===== config.mk =====
export PLATFORM = sky130hd
export DESIGN_NAME = gpu_line_sequencer
export DESIGN_NICKNAME = d
export VERILOG_FILES = /design/src/rtl/gpu_line_sequencer.sv
export SDC_FILE = /design/constraint.sdc
export NUM_CORES = 1
export LEC_CHECK = 0
export ABC_CLOCK_PERIOD_IN_PS = 4600
export CORE_ASPECT_RATIO = 1.25
export CORE_MARGIN = 4
export CORE_UTILIZATION = 35
export CTS_BUF_LIST = sky130_fd_sc_hd__clkbuf_8
export CTS_CLUSTER_SIZE = 40
export DETAILED_ROUTE_END_ITERATION = 8
export DONT_BUFFER_PORTS = 1
export PLACE_DENSITY_LB_ADDON = 0.25
export SETUP_SLACK_MARGIN = 0.5
export SYNTH_ARGS = -nofsm -noshare
export SYNTH_HDL_FRONTEND = slang
export SYNTH_SLANG_ARGS = --single-unit
export TNS_END_PERCENT = 50

===== constraint.sdc =====
create_clock -name clk -period 4.6 [get_ports clk]
set_input_delay 0.69 -clock clk [delete_from_list [all_inputs] [get_ports clk]]
set_output_delay 0.69 -clock clk [all_outputs]
set_load 0.02 [all_outputs]

===== src/rtl/gpu_line_sequencer.sv =====
// gpu_line_sequencer
// Round-robin front end for the Bresenham line engine. Two requesters compete
// for a single command slot; the winning command is held on the engine
// endpoint/colour outputs, engine start is driven as a level, and every
// pixel the engine reports while busy is forwarded as a framebuffer write.
// A watchdog bounds the time spent waiting on the engine.
module gpu_line_sequencer #(
    parameter  int WIDTH_BITS   = 10,
    parameter  int HEIGHT_BITS  = 9,
    parameter  int CHANNEL_BITS = 8,
    parameter  int TIMEOUT      = 2048,
    localparam int CMD_W        = 2*WIDTH_BITS + 2*HEIGHT_BITS + 3*CHANNEL_BITS
) (
    input  logic                    clk,
    input  logic                    n_rst,
    // requester 0: host command path
    input  logic                    req0_valid,
    output logic                    req0_ready,
    input  logic [CMD_W-1:0]        req0_cmd,
    // requester 1: shape decomposer
    input  logic                    req1_valid,
    output logic                    req1_ready,
    input  logic [CMD_W-1:0]        req1_cmd,
    // line engine command side
    output logic [WIDTH_BITS-1:0]   le_x1,
    output logic [HEIGHT_BITS-1:0]  le_y1,
    output logic [WIDTH_BITS-1:0]   le_x2,
    output logic [HEIGHT_BITS-1:0]  le_y2,
    output logic [CHANNEL_BITS-1:0] le_r,
    output logic [CHANNEL_BITS-1:0] le_g,
    output logic [CHANNEL_BITS-1:0] le_b,
    output logic                    le_start,
    // line engine status side
    input  logic                    le_busy,
    input  logic                    le_done,
    input  logic [WIDTH_BITS-1:0]   le_x,
    input  logic [HEIGHT_BITS-1:0]  le_y,
    // framebuffer pixel stream
    output logic                    px_valid,
    output logic [WIDTH_BITS-1:0]   px_x,
    output logic [HEIGHT_BITS-1:0]  px_y,
    output logic [CHANNEL_BITS-1:0] px_r,
    output logic [CHANNEL_BITS-1:0] px_g,
    output logic [CHANNEL_BITS-1:0] px_b,
    // status
    output logic                    busy,
    output logic                    grant_id,
    output logic [15:0]             pix_count,
    output logic                    timeout_err
);

    // Field offsets inside a command word {x1,y1,x2,y2,r,g,b}, b in the LSBs.
    localparam int OFF_B  = 0;
    localparam int OFF_G  = OFF_B  + CHANNEL_BITS;
    localparam int OFF_R  = OFF_G  + CHANNEL_BITS;
    localparam int OFF_Y2 = OFF_R  + CHANNEL_BITS;
    localparam int OFF_X2 = OFF_Y2 + HEIGHT_BITS;
    localparam int OFF_Y1 = OFF_X2 + WIDTH_BITS;
    localparam int OFF_X1 = OFF_Y1 + HEIGHT_BITS;

    // Watchdog only ever needs to reach TIMEOUT-1.
    localparam int WD_W = (TIMEOUT > 2) ? $clog2(TIMEOUT) : 1;
    localparam logic [WD_W-1:0] WD_LAST = WD_W'(TIMEOUT - 1);

    typedef enum logic [1:0] {
        S_IDLE   = 2'd0,
        S_LAUNCH = 2'd1,
        S_DRAW   = 2'd2,
        S_GAP    = 2'd3
    } state_e;

    state_e            state_q,    state_d;
    logic [CMD_W-1:0]  cmd_q,      cmd_d;
    logic              le_start_q, le_start_d;
    logic              grant_q,    grant_d;
    logic              rr_last_q,  rr_last_d;
    logic [15:0]       pix_q,      pix_d;
    logic              tmo_q,      tmo_d;
    logic [WD_W-1:0]   wdog_q,     wdog_d;

    logic              want0, want1, accept;
    logic              engaged, wd_hit;

    // Arbitration: a lone requester wins outright; on contention the one that
    // did not win last time goes first. Ready is only offered while idle.
    assign want0      = req0_valid & (~req1_valid | rr_last_q);
    assign want1      = req1_valid & (~req0_valid | ~rr_last_q);
    assign req0_ready = (state_q == S_IDLE) & want0;
    assign req1_ready = (state_q == S_IDLE) & want1;
    assign accept     = req0_ready | req1_ready;

    // The watchdog fires in the cycle its count reaches TIMEOUT-1; that cycle
    // already suppresses start and pixel output so the abort is clean.
    assign engaged = (state_q == S_LAUNCH) | (state_q == S_DRAW);
    assign wd_hit  = engaged & (wdog_q == WD_LAST);

    assign le_start = le_start_q & ~wd_hit;
    assign px_valid = (state_q == S_DRAW) & le_busy & ~wd_hit;

    // Held command fields drive the engine and colour every pixel.
    assign le_x1 = cmd_q[OFF_X1 +: WIDTH_BITS];
    assign le_y1 = cmd_q[OFF_Y1 +: HEIGHT_BITS];
    assign le_x2 = cmd_q[OFF_X2 +: WIDTH_BITS];
    assign le_y2 = cmd_q[OFF_Y2 +: HEIGHT_BITS];
    assign le_r  = cmd_q[OFF_R  +: CHANNEL_BITS];
    assign le_g  = cmd_q[OFF_G  +: CHANNEL_BITS];
    assign le_b  = cmd_q[OFF_B  +: CHANNEL_BITS];

    assign px_x = le_x;
    assign px_y = le_y;
    assign px_r = le_r;
    assign px_g = le_g;
    assign px_b = le_b;

    assign busy        = (state_q != S_IDLE);
    assign grant_id    = grant_q;
    assign pix_count   = pix_q;
    assign timeout_err = tmo_q;

    // Next-state and register-update logic for the command sequencer.
    always_comb begin
        state_d    = state_q;
        cmd_d      = cmd_q;
        le_start_d = le_start_q;
        grant_d    = grant_q;
        rr_last_d  = rr_last_q;
        pix_d      = pix_q;
        tmo_d      = tmo_q;
        wdog_d     = wdog_q;

        case (state_q)
            S_IDLE: begin
                if (accept) begin
                    cmd_d      = req1_ready ? req1_cmd : req0_cmd;
                    grant_d    = req1_ready;
                    rr_last_d  = req1_ready;
                    pix_d      = '0;
                    tmo_d      = 1'b0;
                    wdog_d     = '0;
                    le_start_d = 1'b1;
                    state_d    = S_LAUNCH;
                end
            end
            S_LAUNCH: begin
                // le_done may still be high from the previous line; only a
                // fresh busy means the engine has picked up this command.
                wdog_d = wdog_q + 1'b1;
                if (le_busy) begin
                    state_d = S_DRAW;
                end
            end
            S_DRAW: begin
                wdog_d = wdog_q + 1'b1;
                if (px_valid && (pix_q != 16'hFFFF)) begin
                    pix_d = pix_q + 16'd1;
                end
                if (le_done && !le_busy) begin
                    le_start_d = 1'b0;
                    state_d    = S_GAP;
                end
            end
            S_GAP: begin
                // One forced low cycle so the next start is a real rising edge.
                state_d = S_IDLE;
            end
            default: begin
                state_d = S_IDLE;
            end
        endcase

        // Watchdog abort overrides whatever LAUNCH/DRAW decided.
        if (wd_hit) begin
            le_start_d = 1'b0;
            tmo_d      = 1'b1;
            state_d    = S_GAP;
        end
    end

    // State and datapath registers; reset drops le_start immediately.
    always_ff @(posedge clk or negedge n_rst) begin
        if (!n_rst) begin
            state_q    <= S_IDLE;
            cmd_q      <= '0;
            le_start_q <= 1'b0;
            grant_q    <= 1'b0;
            rr_last_q  <= 1'b1;
            pix_q      <= '0;
            tmo_q      <= 1'b0;
            wdog_q     <= '0;
        end else begin
            state_q    <= state_d;
            cmd_q      <= cmd_d;
            le_start_q <= le_start_d;
            grant_q    <= grant_d;
            rr_last_q  <= rr_last_d;
            pix_q      <= pix_d;
            tmo_q      <= tmo_d;
            wdog_q     <= wdog_d;
        end
    end

endmodule

==> metrics.txt <==
# TYPE chip_impl_metric gauge
chip_impl_metric{name="clock_path_buffers",unit=""} 2
chip_impl_metric{name="drt_drc_violations_left",unit=""} 0
chip_impl_metric{name="final.min_clock_period",unit="ns"} 3.37
chip_impl_metric{name="detailedRoute.firstIterationViolations",unit=""} 186
chip_impl_metric{name="hold-worst-slack",unit="ns"} 0.138
chip_impl_info{name="cts-root-buf",value="clkbuf_8"} 1
chip_impl_metric{name="routed_wire_length",unit="mm"} 13.4
chip_impl_metric{name="die_h",unit="um"} 144
chip_impl_metric{name="design_area_final",unit="um2"} 5200
chip_impl_metric{name="antennaDiodeCount",unit=""} 0
chip_impl_metric{name="cts.htree.levels",unit=""} 3
chip_impl_metric{name="global_route.usage.total",unit="%"} 15.6
chip_impl_metric{name="post-dp-hpwl",unit="mm"} 9.80
chip_impl_metric{name="yosys.area.top_type_share",unit="%"} 45.7
chip_impl_metric{name="fmax",unit="MHz"} 297
chip_impl_metric{name="post_cts_resize_count",unit=""} 0
chip_impl_metric{name="yosysWarningCount",unit=""} 0
chip_impl_metric{name="setup-tns-final",unit="ns"} 0
chip_impl_metric{name="cap_violations",unit=""} 0
chip_impl_metric{name="die_area",unit="um2"} 16700
chip_impl_metric{name="clk_skew",unit="ns"} 0.0133
chip_impl_metric{name="worst_setup_hold_path_clk_slew",unit="ns"} 0.10
chip_impl_metric{name="worstPathMaxFanout",unit=""} 16
chip_impl_metric{name="timing.critical_path.arrival",unit="ns"} 2.68
chip_impl_metric{name="ioPinCount",unit=""} 277
chip_impl_metric{name="postSynth.asyncResetShare",unit="%"} 100
chip_impl_info{name="hold_class",value="in -> async"} 1
chip_impl_metric{name="leakagePower",unit="nW"} 2.60
chip_impl_info{name="setup_repair_after_global_routing_missed_its_margin",value="false"} 1
chip_impl_metric{name="ys_types",unit=""} 54
chip_impl_metric{name="route.detailed.wl_per_inst",unit="um"} 20.3
chip_impl_metric{name="cell_area_synth",unit="um2"} 5140
chip_impl_metric{name="synth_sequential_area_ratio",unit="%"} 46.2
chip_impl_metric{name="synthesized_area_divided_by_synthesized_cell_count",unit="um2"} 9.67
chip_impl_metric{name="final_gp_congestion",unit=""} 0.799
chip_impl_info{name="layout.cells.most_common_list",value="dfrtp_1 (94), nand2_1 (82), o21ai_0 (73), mux2i_1 (66), nand3_1 (15)"} 1
chip_impl_metric{name="core.rowCount",unit=""} 49
chip_impl_metric{name="maxSlewViolCount",unit=""} 0
chip_impl_metric{name="tightestPinTransition",unit="ns"} 0.854
chip_impl_metric{name="design.final.nets",unit=""} 628
chip_impl_metric{name="port-buffer-count",unit=""} 0
chip_impl_metric{name="hold_viol",unit=""} 0
chip_impl_info{name="endpoint_kind",value="primary output"} 1
chip_impl_metric{name="routed_via_density",unit=""} 5.57
chip_impl_info{name="status",value="finished clean"} 1
chip_impl_info{name="cts_tree",value="yes"} 1
chip_impl_metric{name="worst_ir_drop_on_vdd",unit="V"} 0.000312
chip_impl_metric{name="cts_post_setup_buffers_inserted",unit=""} 0
chip_impl_metric{name="fp.coreArea",unit="um2"} 14400
chip_impl_info{name="worstSetupPathType",value="reg -> out"} 1
chip_impl_metric{name="final.fill_count",unit=""} 1449
chip_impl_metric{name="initial_core_util",unit="%"} 35.7
chip_impl_metric{name="detailroute.via_count",unit=""} 3657
chip_impl_metric{name="timing.final.crit_share",unit="%"} 73.3
chip_impl_metric{name="dieWidth",unit="um"} 116
chip_impl_info{name="critPathLaunchType",value="flip-flop"} 1
chip_impl_info{name="synth.largest_area_cell",value="dfrtp_1"} 1
chip_impl_metric{name="synth_nets",unit=""} 686
chip_impl_metric{name="grt_max_degree",unit=""} 95
chip_impl_metric{name="placement.cell_area",unit="um2"} 4970
chip_impl_metric{name="critPathRequiredTime",unit="ns"} 3.91
chip_impl_metric{name="core_util_final",unit="%"} 36.1
chip_impl_info{name="postSynth.topFlopCell",value="dfrtp_1"} 1
chip_impl_metric{name="detailedRoute.firstPassIterationCount",unit=""} 5
chip_impl_metric{name="syn-instance-count",unit=""} 532
chip_impl_metric{name="globalRouteOverflowTotal",unit=""} 0
chip_impl_info{name="synth.top_cells.by_area",value="dfrtp_1 (46%), mux2i_1 (13%), o21ai_0 (7.1%)"} 1
chip_impl_metric{name="cts_hold_buf",unit=""} 1
chip_impl_info{name="most_common_cell_after_layout_fill_and_taps_aside",value="dfrtp_1"} 1
chip_impl_metric{name="ratio_of_cells_with_drive_above_1_in_the_final_layout",unit="%"} 7.10
chip_impl_metric{name="power_density",unit="nW/um2"} 703
chip_impl_metric{name="clock_insertion_delay_worst_skew",unit="ns"} 0.38
chip_impl_metric{name="fin_total_pwr",unit="mW"} 3.66
chip_impl_metric{name="antenna_found_initial",unit=""} 4
chip_impl_metric{name="setup_violations",unit=""} 0
chip_impl_metric{name="synth_register_bits",unit=""} 95
chip_impl_metric{name="grt_pass1_wl",unit="mm"} 20.0
chip_impl_metric{name="cts-buffers-inserted",unit=""} 9
chip_impl_metric{name="synth_edf_count",unit=""} 0
chip_impl_metric{name="first_global_vias",unit=""} 3719
chip_impl_metric{name="area_delta_synth_final",unit="%"} 1.14
chip_impl_metric{name="clock_sinks",unit=""} 95
chip_impl_metric{name="detail-route-antenna-nets",unit=""} 0
chip_impl_metric{name="max-slew-margin-rel",unit="%"} 42.8
-- critical path: stages (launching register included) --
cell	delay [ns]
dfrtp_1	0.37
inv_1	0.08
ha_1	0.61
nand3_1	0.23
o41ai_4	0.73
nor2_1	0.27
-- logic make-up after synthesis --
| group | after synthesis | share of synthesized area (%) |
|---|---|---|
| AOI/OAI and AO/OA | 126 | 15.5 |
| and+or+nand+nor | 152 | 14.4 |
| muxes | 66 | 12.8 |
| adders and majority gates | 5 | 1.22 |
| buffers and inverters | 88 | 9.87 |
| DFF | 95 | 46.2 |
-- where the power goes --
group	switching, mW	internal [mW]	leakage (nW)	total [mW]
Sequential	0.777	1.16	1.20	1.94
Clock	0.329	0.264	0.104	0.592
Combinational	0.725	0.405	1.29	1.13
-- registers in the layout, summed over array words and instances, names as in the netlist --
| name | flops |
|---|---|
| rr_last_q | 1 |
| wdog_q | 11 |
| cmd_q | 62 |
| timeout_err | 1 |
| le_start_q | 1 |
| grant_id | 1 |
| pix_count | 16 |
| state_q | 2 |
-- worst paths after layout --
path / slack, ns / endpoint / cells after the start / from
setup / recovery: 1.23 / px_valid / 5 / state_q[1]
hold / removal: 0.14 / rr_last_q / 0 / n_rst
setup reg to reg: 1.53 / pix_count[11] / 7 / state_q[1]
hold reg to reg: 0.51 / rr_last_q / 2 / rr_last_q
max in group asynchronous: 3.99 / cmd_q[56] / 1 / n_rst
min in group clk: 0.45 / rr_last_q / 2 / req1_valid
-- synthesized netlist by cell type (all sizes together), types with 3 or more instances --
cell,count
clkbuf,19
buf,56
nand2,83
or4,7
o211ai,5
and3,5
o21ai,74
a31oi,3
nand3,16
o31ai,3
ha,5
a21o,7
mux2i,66
a22o,8
dfrtp,94
nor2,9
nand4,8
nor3,6
nor4,7
o21a,4
inv,13
a21oi,5
-- per-stage QoR --
stage / setup WS [ns] / cells
after floorplan: 2.21 / 532
after global placement: 1.62 / 640
after detailed placement: 1.51 / 640
after CTS: 1.23 / 657
after global routing: 1.03 / 657
final: 1.23 / 657
-- per-layer routing --
metal | vias to the layer above | share of wire, % | GRT usage (%) | routed length (um)
met1 | 1713 | 36 | 16.0 | 4820
met5 | - | 0.43 | 0 | 58
li1 | 1737 | - | - | -
met2 | 174 | 50 | 26.9 | 6630
met3 | 25 | 12 | 7.37 | 1590
met4 | 8 | 2.0 | 6.84 | 263
-- layout make-up --
| type | count | area [um2] | area share [%] |
|---|---|---|---|
| Sequential cell | 95 | 2380 | 45.7 |
| Multi-Input combinational cell | 349 | 2280 | 43.8 |
| Tap cell | 178 | 223 | 4.28 |
| Clock buffer | 9 | 124 | 2.38 |
| Clock inverter | 7 | 86.3 | 1.66 |
| Timing Repair Buffer | 6 | 65.1 | 1.25 |
| Inverter | 13 | 48.8 | 0.938 |
Power figures use the tool's default switching activity.
